File: src/rtl/lbp_stream.sv
// Streaming 3x3 local binary pattern (LBP) engine. It fetches a gray image in raster order and emits one code per interior pixel.
// Define LBP_BORDER_ZERO_EN to also emit the border pixels, with code 0, so that the output frame is full size.
module lbp_stream #(
    parameter int IMG_W = 128,
    parameter int IMG_H = 128,
    parameter int PIX_W = 8,
    localparam int AW = $clog2(IMG_W * IMG_H)
) (
    input  logic             clk,
    input  logic             reset,
    input  logic             start,
    output logic             gray_req,
    output logic [AW-1:0]    gray_addr,
    input  logic             gray_valid,
    input  logic [PIX_W-1:0] gray_data,
    output logic             lbp_valid,
    input  logic             lbp_ready,
    output logic [AW-1:0]    lbp_addr,
    output logic [7:0]       lbp_data,
    output logic             busy,
    output logic             finish
);
    localparam int CW = $clog2(IMG_W);
    localparam int RW = $clog2(IMG_H);

    localparam logic [1:0] S_IDLE  = 2'd0;
    localparam logic [1:0] S_FETCH = 2'd1;
    localparam logic [1:0] S_DONE  = 2'd2;

    localparam logic [AW-1:0] LAST_ADDR = AW'(IMG_W * IMG_H - 1);
    localparam logic [AW-1:0] CTR_OFS   = AW'(IMG_W + 1);
    localparam logic [CW-1:0] LAST_COL  = CW'(IMG_W - 1);

    logic [1:0]       state;
    logic [AW-1:0]    fetch_addr;
    logic [RW-1:0]    row;
    logic [CW-1:0]    col;
    logic             fetch_done;

    logic             out_valid;
    logic [AW-1:0]    out_addr;
    logic [7:0]       out_data;
    logic             out_last;

    logic [PIX_W-1:0] lb_top [IMG_W];
    logic [PIX_W-1:0] lb_mid [IMG_W];
    logic [2:0][PIX_W-1:0] win_l;
    logic [2:0][PIX_W-1:0] win_c;

    logic [PIX_W-1:0] n_top;
    logic [PIX_W-1:0] n_mid;
    logic [PIX_W-1:0] centre;
    logic [7:0]       lbp_code;
    logic             centre_ok;
    logic             fetch_makes_result;
    logic             slot_free;
    logic             pix_fire;
    logic             load;
    logic [AW-1:0]    load_addr;
    logic [7:0]       load_data;
    logic             load_last;

`ifdef LBP_BORDER_ZERO_EN
    logic [AW-1:0]    drain_addr;
    logic             drain_fire;
`endif

    // The pixel being fetched is the bottom-right corner of the window around (row-1, col-1).
    assign n_top     = lb_top[col];
    assign n_mid     = lb_mid[col];
    assign centre    = win_c[1];
    assign centre_ok = (row >= RW'(2)) && (col >= CW'(2));

    assign lbp_code = {gray_data >= centre, win_c[0] >= centre, win_l[0] >= centre,
                       n_mid >= centre, win_l[1] >= centre, n_top >= centre,
                       win_c[2] >= centre, win_l[2] >= centre};

`ifdef LBP_BORDER_ZERO_EN
    assign fetch_makes_result = (fetch_addr >= CTR_OFS);
    assign drain_fire = (state == S_FETCH) && fetch_done && !out_last && slot_free;
`else
    assign fetch_makes_result = centre_ok;
`endif

    // Stall a fetch only if its result would overwrite a result that the sink has not yet taken.
    assign slot_free = !out_valid || lbp_ready;
    assign gray_req  = (state == S_FETCH) && !fetch_done && (!fetch_makes_result || slot_free);
    assign pix_fire  = gray_req && gray_valid;

    always_comb begin
        load      = 1'b0;
        load_addr = fetch_addr - CTR_OFS;
        load_data = 8'h00;
        load_last = 1'b0;
        if (pix_fire && fetch_makes_result) begin
            load      = 1'b1;
            load_data = centre_ok ? lbp_code : 8'h00;
`ifndef LBP_BORDER_ZERO_EN
            load_last = (fetch_addr == LAST_ADDR);
`endif
        end
`ifdef LBP_BORDER_ZERO_EN
        if (drain_fire) begin
            load      = 1'b1;
            load_addr = drain_addr;
            load_data = 8'h00;
            load_last = (drain_addr == LAST_ADDR);
        end
`endif
    end

    always_ff @(posedge clk or negedge reset) begin
        if (!reset) begin
            state      <= S_IDLE;
            fetch_addr <= '0;
            row        <= '0;
            col        <= '0;
            fetch_done <= 1'b0;
            out_valid  <= 1'b0;
            out_addr   <= '0;
            out_data   <= 8'h00;
            out_last   <= 1'b0;
        end else begin
            case (state)
                S_IDLE: begin
                    if (start) begin
                        state      <= S_FETCH;
                        fetch_addr <= '0;
                        row        <= '0;
                        col        <= '0;
                        fetch_done <= 1'b0;
                        out_last   <= 1'b0;
                    end
                end
                S_FETCH: begin
                    if (out_valid && lbp_ready && out_last) begin
                        state <= S_DONE;
                    end
                end
                S_DONE:  state <= S_IDLE;
                default: state <= S_IDLE;
            endcase

            if (pix_fire) begin
                if (col == LAST_COL) begin
                    col <= '0;
                    row <= row + RW'(1);
                end else begin
                    col <= col + CW'(1);
                end
                if (fetch_addr == LAST_ADDR) begin
                    fetch_done <= 1'b1;
                end else begin
                    fetch_addr <= fetch_addr + AW'(1);
                end
            end

            if (load) begin
                out_valid <= 1'b1;
                out_addr  <= load_addr;
                out_data  <= load_data;
                out_last  <= load_last;
            end else if (lbp_ready) begin
                out_valid <= 1'b0;
            end
        end
    end

`ifdef LBP_BORDER_ZERO_EN
    // The last IMG_W+1 addresses (the end of the right column plus the bottom row) are all border pixels, so they drain as zeros.
    always_ff @(posedge clk or negedge reset) begin
        if (!reset) begin
            drain_addr <= '0;
        end else if (state == S_IDLE && start) begin
            drain_addr <= AW'(IMG_W * IMG_H - IMG_W - 1);
        end else if (drain_fire) begin
            drain_addr <= drain_addr + AW'(1);
        end
    end
`endif

    // Line buffers and window need no reset; a new frame overwrites them before any result reads them.
    always_ff @(posedge clk) begin
        if (pix_fire) begin
            lb_top[col] <= n_mid;
            lb_mid[col] <= gray_data;
            win_l       <= win_c;
            win_c       <= {n_top, n_mid, gray_data};
        end
    end

    assign gray_addr = fetch_addr;
    assign lbp_valid = out_valid;
    assign lbp_addr  = out_addr;
    assign lbp_data  = out_data;
    assign busy      = (state != S_IDLE);
    assign finish    = (state == S_DONE);

endmodule

File: config.mk
export PLATFORM = sky130hd
export DESIGN_NAME = lbp_stream
export DESIGN_NICKNAME = d
export VERILOG_FILES = /design/src/rtl/lbp_stream.sv
export SDC_FILE = /design/constraint.sdc
export NUM_CORES = 2
export LEC_CHECK = 0
export ABC_AREA = 1
export ABC_CLOCK_PERIOD_IN_PS = 6800
export CAP_MARGIN = 25
export CORE_AREA = 4 4 514 312
export DETAILED_ROUTE_END_ITERATION = 10
export DIE_AREA = 0 0 518 316
export DONT_BUFFER_PORTS = 1
export GPL_TIMING_DRIVEN = 0
export PLACE_DENSITY = 0.75
export REMOVE_ABC_BUFFERS = 1
export SLEW_MARGIN = 25
export SYNTH_ARGS = -nofsm -noshare
export SYNTH_HDL_FRONTEND = slang
export SYNTH_SLANG_ARGS = --single-unit
File: constraint.sdc
create_clock -name clk -period 6.8 [get_ports clk]
set_input_delay 1.02 -clock clk [delete_from_list [all_inputs] [get_ports clk]]
set_output_delay 1.02 -clock clk [all_outputs]
set_load 0.05 [all_outputs]
==> reports/results.ini <==
[sta]
tightestPinTransition_ns=1.10
maxSlewHeadroom_pct=26.6
fin_crit_sh_pct=100
rsz0062_at_grt=true
setup_violations=10
hold_viol=0
fin_ws_ns=-0.0238
finalMaxSlewViolations=0
hold-worst-slack_ns=0.0617
clock_skew_ns=0.0299
final.min_clock_period_ns=6.82
max_freq_ghz=0.147

[clock_network]
htreeDepth=4
clock_latency_ns=0.82
cts.sinks=2151
clk_pin_slew_worst_paths_ns=0.07
cts_buffers=184
cts_root_buf=clkbuf_16
cts_tree=built
clock_path_buffers=3

[synth]
synthesis.area_um2=92900
yosys_warnings=0
syn_area_per_cell_um2=10.0
netlist_instances=9269
seq_area_frac_synth_pct=69.2
yosysUniqueCellTypes=41
synth.ff_latch_count=2151

[global_route]
grt_usage_pct=29.8
grt_pass1_wl_um=371000
grt_max_degree=171
grt_pass1_vias=61400
antenna_found_initial=5
overflow=0

[pwr]
power.clock.fraction_pct=24.2
p_int_mw=25.9
netSwitchingPower_mw=16.1
fin_total_pwr_mw=42.0
vdd_ir_drop_max_uv=603
p_seq_share_pct=41.3
swShare_pct=38.2
power_density_nw_per_um2=408
combPwrFrac_pct=34.5
power.leakage_nw=43.0

[placement]
placed_cells=11100
gp_congestion=0.884
place_area_um2=97000
dp_hpwl_um=141000
io_buffers=0

[worst_setup_path]
crit_slowest_cell=nor2_2
required_ns=7.31
arrival_ns=7.34
cp_slowest_stage_delay_ns=0.89
crit_fanout=80
cp_common_cell=buf_16
critPathKind=flop to flop
start_kind=flop
path_cells=buf_16 > buf_16 > buf_12 > buf_12 > buf_16 > buf_16 > inv_16 > buf_16 > buf_16 > ha_1 > nor3_4 > a21oi_4 > nand3_4 > buf_12 > nand4_4 > nor2_2 > buf_8
cp-end-kind=flop

[drt]
dr.pass1.iters=6
avgViaCountPerCell=5.75
drt.antenna.violating_nets=0
wl_um=248000
drt_iter0_markers=9051
drc=0
vias=65500
wl_per_cell_um=21.7

[final_layout]
layout-drive-gt1-share_pct=6.74
layout.cells.non_filler=11400
layout_common_cells=nand2_1 (5830), edfxtp_1 (2096), nor2_1 (232)
final_nets=9284
finish.utilization_pct=66.3
syn2layout_area_growth_pct=10.8
final_common_cell=nand2_1
fin_area_um2=103000

[floorplanning]
fp.dieArea_um2=164000
fp-row-count=112
initial_utilization_pct=59.8
num_io_pins=53
die_w_um=518
die_y_um=316
core-area_um2=155000

[flow_run]
maxCapViolCount=0

[status]
status=complete, but fails checks
violations=setup timing

[hold_path]
holdCritPathClass=input pin to asynchronous set/reset pin

[per-layer routing]
layer | GRT usage (%) | up-vias | part of all wire (%)
li1 | - | 29800 | -
met1 | 42.7 | 31100 | 39
met2 | 44.6 | 4039 | 44
met3 | 8.42 | 581 | 13
met4 | 9.77 | 0 | 3.3
met5 | 0 | - | 0
[power groups by stage]
stage	sequential [mW]	clock (mW)	combinational, mW
after CTS	17.3	10.2	14.0
after floorplan	18.5	0	8.21
after detailed placement	17.6	0	13.8
after global placement	18.2	0	8.64
after global routing	17.3	10.8	15.6
final	17.3	10.2	14.5
[cell usage after synthesis (all sizes together)]
| cell type | count | area share (%) |
|---|---|---|
| nand2 | 5839 | 24 |
| edfxtp | 2096 | 68 |
| nor2 | 377 | 1.6 |
| buf | 361 | 2.0 |
| inv | 135 | 0.55 |
| clkbuf | 88 | 0.36 |
| ha | 70 | 0.94 |
| nand3 | 67 | 0.39 |
| o21ai | 63 | 0.34 |
| dfrtp | 55 | 1.5 |
| a21oi | 43 | 0.24 |
| nand4 | 21 | 0.28 |
| xor2 | 20 | 0.19 |
| or2 | 13 | 0.088 |
| o2111ai | 8 | 0.075 |
| nor3 | 4 | 0.034 |
| clkinv | 2 | 0.0081 |
| nand3b | 2 | 0.016 |
| nor4 | 2 | 0.020 |
| o211ai | 2 | 0.016 |
| xnor2 | 1 | 0.0094 |
[sequential cells by signal, indices dropped and copies added (netlist names), 2 cells and up]
register and flops:
col 7, lbp_data 8, lb_mid 1024, lbp_addr 14, row 7, state 2, win_l 24, centre 8
gray_addr 14, win_c 16, lb_top 1024
[stage by stage]
step / setup TNS, ns / worst slack, ns
after floorplan: - / -40.16
after global placement: - / -104.85
after detailed placement: -203.10 / -0.474
after CTS: 0 / 0.0258
after global routing: -0.176 / -0.176
final: -0.163 / -0.0238
[path summary, 6_finish.rpt]
check                      cells after the start              to          from  slack [ns]
min in group clk                               0  lb_mid[121][1]  gray_data[1]        0.30
hold / removal                                 1     lbp_addr[9]         reset        0.06
setup reg to reg                              17   lb_top[68][3]        col[0]       -0.02
hold reg to reg                                0       win_l[10]     centre[2]        0.45
max in group asynchronous                      1          col[1]         reset        6.43
setup / recovery                              17   lb_top[68][3]        col[0]       -0.02
[kinds of logic after synthesis]
family,count (synthesis),synth area share (%)
flops,2151,69.2
compound gates,116,0.675
buf+inv,586,2.93
fa+ha+maj,70,0.943
simple gates,6325,26.0
xor+xnor,21,0.198
[layout make-up]
class / count / area [um2]
antenna: 1 / 2.50
clock buffer: 244 / 4940
clock inverter: 86 / 709
fill: 11100 / 52300
inverter: 137 / 557
multi-input combinational: 6532 / 26500
sequential: 2151 / 64300
tap: 2052 / 2570
timing repair buffer: 195 / 3390
[critical path: cells and delay by family (launching register included)]
kind / cells / cell delay (ns)
adders and majority gates: 1 / 0.32
buffers and inverters: 11 / 2.82
and+or+nand+nor: 4 / 2.17
AOI/OAI and AO/OA: 1 / 0.13
DFF: 1 / 0.64
[timing repair]
action	in CTS	in global routing
endpoints found under the hold margin	55	0
cloned	2	1
pin swaps	0	2
hold buffers	1	0
endpoints found under the setup margin	1509	790
gates resized for setup	4	20
setup buffers	1	8
Power figures use the tool's default switching activity.
